File: config.mk
export PLATFORM = sky130hd
export DESIGN_NAME = maze_path_playback_flat
export DESIGN_NICKNAME = d
export VERILOG_FILES = /design/src/rtl/maze_path_playback_if.sv /design/src/rtl/maze_path_playback.sv /design/src/flat_wrapper.sv
export SDC_FILE = /design/constraint.sdc
export NUM_CORES = 1
export LEC_CHECK = 0
export CAP_MARGIN = 20
export CORE_AREA = 2 2 79 66
export DETAILED_ROUTE_END_ITERATION = 8
export DIE_AREA = 0 0 81 68
export HOLD_SLACK_MARGIN = 0.03
export SKIP_CTS_REPAIR_TIMING = 1
export SLEW_MARGIN = 5
export SYNTH_ARGS = -nofsm -noshare
export SYNTH_HDL_FRONTEND = slang
export SYNTH_SLANG_ARGS = --single-unit
File: constraint.sdc
create_clock -name clk -period 2.5 [get_ports clk]
set_input_delay 0.5 -clock clk [delete_from_list [all_inputs] [get_ports clk]]
set_output_delay 0.5 -clock clk [all_outputs]
set_load 0.05 [all_outputs]
File: src/rtl/maze_path_playback_if.sv
// -----------------------------------------------------------------------------
// maze_path_playback_if
//   Bundles the two buses owned by the playback sequencer:
//     - the solver position-stack read port (rd enable, address, read data)
//     - the coordinate output stream (x, y, last) with valid/ready handshake
//
//   Signals
//     stk_rd     playback -> stack   read enable, one cycle per entry
//     stk_raddr  playback -> stack   read address (entry index)
//     stk_rdata  stack -> playback   {x, y}, valid the cycle after stk_rd
//     out_x      playback -> sink    presented x coordinate
//     out_y      playback -> sink    presented y coordinate
//     out_valid  playback -> sink    coordinate valid
//     out_last   playback -> sink    final coordinate of the path
//     out_ready  sink -> playback    sink accepts the coordinate
//
//   Modports
//     master  the playback sequencer
//     slave   the stack memory plus the coordinate consumer
// -----------------------------------------------------------------------------
interface maze_path_playback_if #(
  parameter int COORD_W = 4,
  parameter int ADDR_W  = 8
);

  logic                   stk_rd;
  logic [ADDR_W-1:0]      stk_raddr;
  logic [2*COORD_W-1:0]   stk_rdata;

  logic [COORD_W-1:0]     out_x;
  logic [COORD_W-1:0]     out_y;
  logic                   out_valid;
  logic                   out_last;
  logic                   out_ready;

  modport master (
    output stk_rd,
    output stk_raddr,
    input  stk_rdata,
    output out_x,
    output out_y,
    output out_valid,
    output out_last,
    input  out_ready
  );

  modport slave (
    input  stk_rd,
    input  stk_raddr,
    output stk_rdata,
    input  out_x,
    input  out_y,
    input  out_valid,
    input  out_last,
    output out_ready
  );

endinterface

File: src/rtl/maze_path_playback.sv
// -----------------------------------------------------------------------------
// maze_path_playback
//   Replays the maze solver's position stack once the search has finished.
//   Entries are read from the bottom of the stack (first visited cell) up to
//   the top (goal cell) and presented one at a time as (x, y) coordinates on a
//   valid/ready stream. The stack read port is only driven while busy; in
//   IDLE stk_rd stays low so the solver datapath owns the memory.
//
//   Ports
//     clk            clock, rising edge
//     rst            synchronous, active-high reset
//     i_start        one-cycle playback request, honoured only in IDLE
//     i_abort        cancel playback, back to IDLE on the next edge
//     i_stack_count  number of valid stack entries, sampled on start
//     bus            stack read port + coordinate stream (master side)
//     o_busy         high in every state except IDLE
//     o_done         one-cycle pulse at the end of playback
//     o_empty_err    qualifies o_done when the sampled count was zero
//
//   state     | meaning
//   ----------+-------------------------------------------------------------
//   S_IDLE    | stack port released, waiting for i_start
//   S_CHECK   | decide between empty playback and first fetch
//   S_FETCH   | stk_rd=1, stk_raddr=idx for one cycle
//   S_WAIT    | stk_rdata valid, capture x/y/last into output registers
//   S_PRESENT | out_valid=1, hold coordinate until out_ready
//   S_FINISH  | o_done pulse (o_empty_err when count was zero)
// -----------------------------------------------------------------------------
module maze_path_playback #(
  parameter int COORD_W = 4,
  parameter int ADDR_W  = 8
) (
  input  logic                   clk,
  input  logic                   rst,
  input  logic                   i_start,
  input  logic                   i_abort,
  input  logic [ADDR_W:0]        i_stack_count,
  maze_path_playback_if.master   bus,
  output logic                   o_busy,
  output logic                   o_done,
  output logic                   o_empty_err
);

  // Full stack: 2^ADDR_W entries, needs the extra count bit.
  localparam logic [ADDR_W:0] C_FULL = {1'b1, {ADDR_W{1'b0}}};
  localparam logic [ADDR_W:0] C_ONE  = {{ADDR_W{1'b0}}, 1'b1};
  localparam logic [ADDR_W:0] C_ZERO = '0;

  typedef enum logic [2:0] {
    S_IDLE    = 3'd0,
    S_CHECK   = 3'd1,
    S_FETCH   = 3'd2,
    S_WAIT    = 3'd3,
    S_PRESENT = 3'd4,
    S_FINISH  = 3'd5
  } state_t;

  state_t               r_state;
  state_t               w_next;

  logic [ADDR_W:0]      r_cnt;
  logic [ADDR_W:0]      r_idx;
  logic                 r_empty;
  logic [COORD_W-1:0]   r_x;
  logic [COORD_W-1:0]   r_y;
  logic                 r_last;

  logic [ADDR_W:0]      w_cnt_clamped;
  logic                 w_accept;
  logic                 w_advance;
  logic                 w_is_last;
  logic                 w_cancel;

  // Counts above the stack depth cannot be real; clamp so idx never wraps.
  assign w_cnt_clamped = (i_stack_count > C_FULL) ? C_FULL : i_stack_count;

  // Full-width compare so a 2^ADDR_W count terminates at idx 2^ADDR_W-1.
  assign w_is_last = (r_idx == (r_cnt - C_ONE));

  // abort only matters outside IDLE; in IDLE a start is still accepted.
  assign w_cancel = i_abort && (r_state != S_IDLE);

  // ---------------------------------------------------------------------------
  // State register
  // ---------------------------------------------------------------------------
  always_ff @(posedge clk) begin
    if (rst) begin
      r_state <= S_IDLE;
    end else begin
      r_state <= w_next;
    end
  end

  // ---------------------------------------------------------------------------
  // Next-state logic
  // ---------------------------------------------------------------------------
  always_comb begin
    w_next    = r_state;
    w_accept  = 1'b0;
    w_advance = 1'b0;

    case (r_state)
      S_IDLE: begin
        if (i_start) begin
          w_accept = 1'b1;
          w_next   = S_CHECK;
        end
      end

      S_CHECK: begin
        if (r_cnt == C_ZERO) begin
          w_next = S_FINISH;
        end else begin
          w_next = S_FETCH;
        end
      end

      S_FETCH: begin
        w_next = S_WAIT;
      end

      S_WAIT: begin
        w_next = S_PRESENT;
      end

      S_PRESENT: begin
        if (bus.out_ready) begin
          if (r_last) begin
            w_next = S_FINISH;
          end else begin
            w_advance = 1'b1;
            w_next    = S_FETCH;
          end
        end
      end

      S_FINISH: begin
        w_next = S_IDLE;
      end

      default: begin
        w_next = S_IDLE;
      end
    endcase

    // Abort overrides everything, including a coinciding handshake: the
    // coordinate then counts as not delivered and idx must not move.
    if (w_cancel) begin
      w_next    = S_IDLE;
      w_advance = 1'b0;
    end
  end

  // ---------------------------------------------------------------------------
  // Datapath: latched count, entry index, captured coordinate
  // ---------------------------------------------------------------------------
  always_ff @(posedge clk) begin
    if (rst) begin
      r_cnt   <= '0;
      r_idx   <= '0;
      r_empty <= 1'b0;
      r_x     <= '0;
      r_y     <= '0;
      r_last  <= 1'b0;
    end else begin
      if (w_accept) begin
        r_cnt   <= w_cnt_clamped;
        r_idx   <= '0;
        r_empty <= 1'b0;
      end

      if (r_state == S_CHECK) begin
        r_empty <= (r_cnt == C_ZERO);
      end

      if (r_state == S_WAIT) begin
        r_x    <= bus.stk_rdata[2*COORD_W-1:COORD_W];
        r_y    <= bus.stk_rdata[COORD_W-1:0];
        r_last <= w_is_last;
      end

      if (w_advance) begin
        r_idx <= r_idx + C_ONE;
      end
    end
  end

  // ---------------------------------------------------------------------------
  // Outputs decoded from the registered state
  // ---------------------------------------------------------------------------
  assign bus.stk_rd    = (r_state == S_FETCH);
  assign bus.stk_raddr = r_idx[ADDR_W-1:0];

  assign bus.out_x     = r_x;
  assign bus.out_y     = r_y;
  assign bus.out_last  = r_last;
  assign bus.out_valid = (r_state == S_PRESENT);

  assign o_busy        = (r_state != S_IDLE);
  assign o_done        = (r_state == S_FINISH);
  assign o_empty_err   = (r_state == S_FINISH) && r_empty;

endmodule

File: src/flat_wrapper.sv
// flat-port wrapper written by rule: the top's interface ports become plain ports
module maze_path_playback_flat 
#(
  parameter int COORD_W = 4,
  parameter int ADDR_W  = 8
)
  (clk, rst, i_start, i_abort, i_stack_count, o_busy, o_done, o_empty_err, bus_stk_rd, bus_stk_raddr, bus_stk_rdata, bus_out_x, bus_out_y, bus_out_valid, bus_out_last, bus_out_ready);
  maze_path_playback_if #(.COORD_W(COORD_W), .ADDR_W(ADDR_W)) bus_i ();
  input  logic clk;
  input  logic rst;
  input  logic i_start;
  input  logic i_abort;
  input  logic [ADDR_W:0] i_stack_count;
  output logic o_busy;
  output logic o_done;
  output logic o_empty_err;
  output wire logic [$bits(bus_i.stk_rd)-1:0] bus_stk_rd;
  output wire logic [$bits(bus_i.stk_raddr)-1:0] bus_stk_raddr;
  input wire logic [$bits(bus_i.stk_rdata)-1:0] bus_stk_rdata;
  output wire logic [$bits(bus_i.out_x)-1:0] bus_out_x;
  output wire logic [$bits(bus_i.out_y)-1:0] bus_out_y;
  output wire logic [$bits(bus_i.out_valid)-1:0] bus_out_valid;
  output wire logic [$bits(bus_i.out_last)-1:0] bus_out_last;
  input wire logic [$bits(bus_i.out_ready)-1:0] bus_out_ready;
  assign bus_stk_rd = bus_i.stk_rd;
  assign bus_stk_raddr = bus_i.stk_raddr;
  assign bus_i.stk_rdata = bus_stk_rdata;
  assign bus_out_x = bus_i.out_x;
  assign bus_out_y = bus_i.out_y;
  assign bus_out_valid = bus_i.out_valid;
  assign bus_out_last = bus_i.out_last;
  assign bus_i.out_ready = bus_out_ready;
  maze_path_playback #(.COORD_W(COORD_W), .ADDR_W(ADDR_W)) u_core (.clk(clk), .rst(rst), .i_start(i_start), .i_abort(i_abort), .i_stack_count(i_stack_count), .bus(bus_i), .o_busy(o_busy), .o_done(o_done), .o_empty_err(o_empty_err));
endmodule
* Yosys cells after proc, flatten, opt, wreduce, memory -nomap -nowiden
Cells that the tools add are included.
Cells by class: add/subtract/negate cells 2, magnitude comparators 1, equal/unequal tests 8, mux-type cells 16, reductions and logical operators 9
Operator list (number):
- $mux W9 | 3
- $pmux W3 S5 | 1
- $mux W3 | 4
- $add A9 B1 Y9 const B | 1
- $eq A9 B9 Y1 | 1
- $gt A9 B9 Y1 const B | 1
- $logic_not A9 Y1 | 1
- $sub A9 B1 Y9 const B | 1
- $mux W1 | 8
- $eq A3 B2 Y1 const B | 2
- $eq A3 B3 Y1 const B | 2
- $reduce_bool A2 Y1 | 2
- $eq A3 B1 Y1 const B | 1
- $logic_not A3 Y1 | 1
- $reduce_bool A3 Y1 | 1
- $logic_and A1 B1 Y1 | 2
- $ne A2 B1 Y1 const B | 1
- $ne A2 B2 Y1 const B | 1
- $reduce_and A2 Y1 | 1
- $reduce_or A2 Y1 | 1
Storage, ports and cells: register bits after elaboration 31, input port bits 22, output and inout bits 22, word-level logic and storage cells 43

* Depth between registers and ports, before layout
Gate-level depths: netlist (run 1).
depth after elaboration 5, gate-level depth with buffers 7, gate-level depth less buffers 6

* Least setup slack after synthesis (run 1)
OpenSTA, ideal clock, no wires.
kind reg-to-output, start point register u_core.r_state[0], end point output o_empty_err, arrival time 1.895 ns, required time 2.000 ns, slack 0.105 ns, stages on the path, launching flop included 5, path buffers 1, cells stage by stage dfxtp_1 > clkbuf_1 > nand2_1 > nor2_1 > and2_1
Between the ends: word-level cells in the longest chain between the ends 2
Ends and longest elaborated chain:
- start, declared | line maze_path_playback.sv:58 | state_t r_state;
- start signal, assigned | line maze_path_playback.sv:90 | r_state <= w_next;
- $eq A3 B3 Y1
- net o_done | line flat_wrapper.sv:15 | output logic o_done;
- $logic_and A1 B1 Y1 | line maze_path_playback.sv:201 | assign o_empty_err = (r_state == S_FINISH) && r_empty;
- end, declared | line flat_wrapper.sv:16 | output logic o_empty_err;
The timed path passes the listed nets, and every way through them passes these cells.

* Final worst setup path (run 1)
start point register u_core.r_idx[6], end point output bus_stk_raddr[6]
RTL lines:
- start, declared | line maze_path_playback.sv:62 | logic [ADDR_W:0] r_idx;
- start signal, assigned | line maze_path_playback.sv:183 | r_idx <= r_idx + C_ONE;
- end, declared | line flat_wrapper.sv:18 | output wire logic [$bits(bus_i.stk_raddr)-1:0] bus_stk_raddr;
No word-level cell between the ends.

==> impl_metrics.toml, run 1 <==
[global_routing]
grt_max_degree = 31
grt_pass1_wl_um = 7020
overflow = 0
grtUsageTotal = 0.168
antenna_found_initial = 0
first_global_vias = 1454

[yosys]
synth.cell_area_um2 = 1820
synthTopCellsByCount = "dfxtp_1, a21oi_1, nand2_1"
seq_area_frac_synth = 0.341
synth_edf_count = 0
syn_avg_cell_area_um2 = 8.16
yosys.area.top_type = "dfxtp_1"
syn_inst = 223
synth_top_area_share = 0.341
synth_nets = 247
synth_area_leaders = "dfxtp_1, a21oi_1, nand2_1"
yosys.cell_count.top_type = "dfxtp_1"
yosysWarnings = 0
yosysUniqueCellTypes = 52
synthFlopType = "dfxtp_1"
synth_seq_cells = 31
async_flop_share = 0

[finish]
drive_gt1_frac = 0.0909
antenna_cells = 0
fin_cells = 315
area_growth_pct = 27.9
final_area_um2 = 2330
fin_nets = 276

[placed_design]
placed_area_um2 = 2200
dp_hpwl_um = 3050
gp_congestion = 0.783
dp_cells = 307
place_ws_ns = 0.0883
numPortBuffers = 43

[timing]
timing.final.crit_share = 0.893
timing.final.ws_setup_ns = 0.267
post-route-min-period_ns = 2.23
fmax_mhz = 448
relSlewSlack = 0.654
rsz0062_at_grt = "false"
tightestPinTransition_ns = 0.519
skew_ns = 0.00449
finalSetupTns_ns = 0
slew_violations = 0
hold_violations = 0
whs_ns = 0.456
setup_violations = 0

[critical_path]
reg2reg_to = "u_core.r_idx[8]"
cp_num_buf_inv = 1
crit_required_ns = 2.00
crit_path_max_fanout = 9
startpoint_type = "flip-flop"
slowest_stage = "clkdlybuf4s50_1"
reg2reg_depth = 4
slowest_delay_ns = 0.89
cp.depth = 1
r2r_slack_ns = 0.50
end_kind = "output port"
r2r_start = "u_core.r_state[2]"
crit_chain = "clkdlybuf4s50_1"
crit_end = "bus_stk_raddr[6]"
cp_top_family = "buffers and inverters"
path_class = "flip-flop to output port"
startpoint = "u_core.r_idx[6]"
crit_arrival_ns = 1.73

[floorplan]
die_width_um = 81
dieArea_um2 = 5510
die_h_um = 68
core_um2 = 4780
io_pins = 44
initial_utilization = 0.381
rows = 23

[route]
antenna_left = 0
drt_iter0_markers = 102
wire_per_inst_um = 13.9
drt_wl_total_um = 4380
via_count = 1644
detailedRoute.firstPassIterationCount = 4
viasPerCell = 5.22
drc = 0

[job]
drv_cap = 0

[power]
power.switching_mw = 0.453
pwr-share-comb = 0.249
seq_power_share = 0.391
p_per_area_nw_per_um2 = 622
irDropWorstVdd_v = 0.000279
p_leak_nw = 0.836
switching_share = 0.313
p_int_mw = 0.994
clockPowerShare = 0.360

[clocking]
clk_latency_ns = 0.29
ctsLongestPathBuffers = 2
root_buffer = "clkbuf_8"
cts_tree = "yes"
clock-sinks = 31
htree_levels = 2
clk_pin_slew_ns = 0.07
cts_made_buffers = 5

[hold_path]
worstHoldPathType = "flip-flop to flip-flop"

[run_status]
status = "completed"
cell type report:
class / count / area (um2)
clock buffers: 6 / 82.6
clock inverters: 2 / 35.0
fillers: 491 / 2450
inverters: 4 / 15.0
multi-input cells: 163 / 1040
flip-flops and latches: 31 / 621
well taps: 62 / 77.6
repair buffers: 47 / 458
cell usage in the layout, fill, tap and decap left out, drive strengths merged, types with 3 or more instances in the layout:
cell and instances:
nand2 25, a211oi 4, nor2 17, nand2b 3
xnor2 7, clkdlybuf4s50 38, nor3 9, buf 7
nor3b 11, inv 4, dfxtp 31, clkbuf 6
xor2 5, nor4 4, a21oi 30, and3 4
nand3 8
logic make-up after synthesis:
logic type | synth area share
adder cells (fa/ha/maj) | 0.0138
XOR/XNOR | 0.0578
AO/OA/AOI/OAI | 0.182
AND/OR/NAND/NOR | 0.311
flip-flops | 0.341
buffers and inverters | 0.0887
multiplexers | 0.00619
power by group through the flow:
stage,Sequential [mW],Clock (mW),Combinational [mW]
after floorplan,0.560,0,0.268
after global placement,0.575,0,0.360
after detailed placement,0.575,0,0.361
after CTS,0.564,0.535,0.362
after global routing,0.573,0.551,0.395
final,0.566,0.520,0.360
stage by stage:
| step | power [mW] | util |
|---|---|---|
| final | 1.45 | 0.487 |
| after detailed placement | 0.936 | 0.461 |
| after floorplan | 0.828 | - |
| after global placement | 0.935 | 0.461 |
| after global routing | 1.52 | 0.487 |
| after CTS | 1.46 | 0.486 |
sequential cells by signal, summed over array words and instances, names as in the netlist:
name	cells
u_core.r_cnt	9
u_core.r_idx	9
u_core.bus.out_x	4
u_core.bus.out_y	4
u_core.r_state	3
u_core.bus.out_last	1
u_core.r_empty	1
how the worst min path moves through the flow:
stage | startpoint | end | slack [ns] | cells after the start
6_report | u_core.bus.out_y[3] | u_core.bus.out_y[3] | 0.46 | 2
5_1_grt | u_core.bus.out_y[0] | u_core.bus.out_y[0] | 0.48 | 2
4_1_cts | u_core.bus.out_y[3] | u_core.bus.out_y[3] | 0.46 | 2
3_5_place_dp | u_core.bus.out_x[3] | u_core.bus.out_x[3] | 0.45 | 2
3_3_place_gp | u_core.bus.out_y[0] | u_core.bus.out_y[0] | 0.44 | 2
2_1_floorplan | u_core.r_empty | u_core.r_empty | 0.44 | 2
layer usage:
layer,up-vias,global-route usage,share of wire
met2,30,0.250,0.43
met3,7,0.0449,0.036
li1,840,-,-
met1,767,0.234,0.52
met4,0,0.0614,0.014
met5,-,0,0
No activity file was read; power rests on OpenSTA's default activity.
==> inputs of run 2 (changes only) <==
ABC_CLOCK_PERIOD_IN_PS = 1900   (was default)
PLACE_DENSITY = 0.67   (was default)
clock period = 1.9 ns   (was 2.5 ns; I/O delays follow)
==> impl_metrics.toml, run 2 (synthesized netlist as in run 1, its figures left out) <==
[run_status]
status = "completed"

[hold_path]
hp-start = "u_core.bus.out_y[2]"
hold_path_end = "u_core.bus.out_y[2]"
hold_path_depth = 2
worstHoldPathType = "flip-flop to flip-flop"

[critical_path]
path_class = "input pin to flip-flop"
crit_arrival_ns = 2.01
crit_path_max_fanout = 7
reg2reg_to = "u_core.r_idx[2]"
r2r_start = "u_core.r_state[0]"
reg2reg_depth = 5
end_kind = "flip-flop"
crit_required_ns = 2.06
startpoint_type = "input pin"
r2r_slack_ns = 0.15

[finish]
reg_top3 = "u_core.r_cnt x9, u_core.r_idx x9"
final_common_cell = "dfxtp_1"
multiInputGateArea_um2 = 1070
fin_nets = 287
final_cell_mix = "dfxtp_1, a21oi_1, clkdlybuf4s50_1"
drive_gt1_frac = 0.197
area_growth_pct = 35.1
seq_area_um2 = 621
fill_cells = 455
post-route-util = 0.515
antenna_cells = 0

[placed_design]
dp_hpwl_um = 3240
numPortBuffers = 43
gp_congestion = 0.826

[timing]
fmax_mhz = 540
hold_violations = 0
tightestPinTransition_ns = 0.509
setup_violations = 0
slew_violations = 0
relSlewSlack = 0.658
post-route-min-period_ns = 1.85
timing.final.crit_share = 0.974
skew_ns = 0.00568

[clocking]
root_buffer = "clkbuf_8"
cts_made_buffers = 5
clock-sinks = 31
htree_levels = 2
clk_latency_ns = 0.29
ctsLongestPathBuffers = 2
clk_pin_slew_ns = 0.07
cts_tree = "yes"

[floorplan]
die_h_um = 68
io_pins = 44
rows = 23
die_width_um = 81
core_um2 = 4780
dieArea_um2 = 5510
initial_utilization = 0.381

[job]
drv_cap = 0

[route]
detailedRoute.firstPassIterationCount = 4
via_count = 1691
drt_wl_total_um = 4520
drc = 0
antenna_left = 0
drt_iter0_markers = 85
viasPerCell = 5.19
wire_per_inst_um = 13.9

[global_routing]
grt_pass1_wl_um = 7000
grtUsageTotal = 0.166
overflow = 0
first_global_vias = 1419
grt_max_degree = 31
antenna_found_initial = 0

[power]
irDropWorstVdd_v = 0.000502
p_leak_nw = 0.924
finalPower_mw = 1.89
p_per_area_nw_per_um2 = 770
-- run 2: worst max path at each step --
stage / start / endpoint / slack, ns / cells after the start
2_1_floorplan: u_core.r_state[0] / o_empty_err / -0.18 / 4
3_3_place_gp: i_abort / u_core.r_idx[8] / -0.29 / 6
3_5_place_dp: i_abort / u_core.r_idx[8] / -0.32 / 6
4_1_cts: i_abort / u_core.r_idx[8] / -0.01 / 6
5_1_grt: i_abort / u_core.r_idx[2] / -0.03 / 6
6_report: i_abort / u_core.r_idx[2] / 0.05 / 6
-- run 2: power breakdown --
| group | internal [mW] | switching [mW] | leakage (nW) | total [mW] |
|---|---|---|---|---|
| Clock | 0.330 | 0.250 | 0.0515 | 0.581 |
| Sequential | 0.684 | 0.0269 | 0.251 | 0.711 |
| Combinational | 0.269 | 0.332 | 0.622 | 0.601 |
-- run 2: layer usage --
layer	part of all wire	global-route usage	up-vias	wire [um]
li1	-	-	864	-
met1	0.52	0.257	766	2350
met2	0.40	0.212	54	1810
met3	0.064	0.0396	7	291
met4	0.015	0.0699	0	68
met5	0	0	-	0
-- run 2: area by class of cell --
class	instances	share of cell area
Tap cell	62	0.0316
Timing Repair Buffer	58	0.236
Sequential cell	31	0.252
Inverter	4	0.00611
Clock buffer	8	0.0407
Multi-Input combinational cell	163	0.434
-- run 2: critical path: stages --
cell	delay (ns)
clkdlybuf4s50_1	0.43
or4b_4	0.49
buf_6	0.16
o21a_1	0.25
nor3b_1	0.23
nor3_1	0.07
-- run 2: through the flow --
step	worst slack (ns)	hold WS (ns)	area (um2)	setup TNS (ns)	std cells
after floorplan	-0.176	0.439	1830	-0.176	223
after global placement	-0.291	0.442	2330	-2.39	317
after detailed placement	-0.317	0.449	2330	-2.61	317
after CTS	-0.0143	0.458	2430	-0.0143	325
after global routing	-0.0334	0.486	2460	-0.0397	326
final	0.0496	0.457	2460	0	326
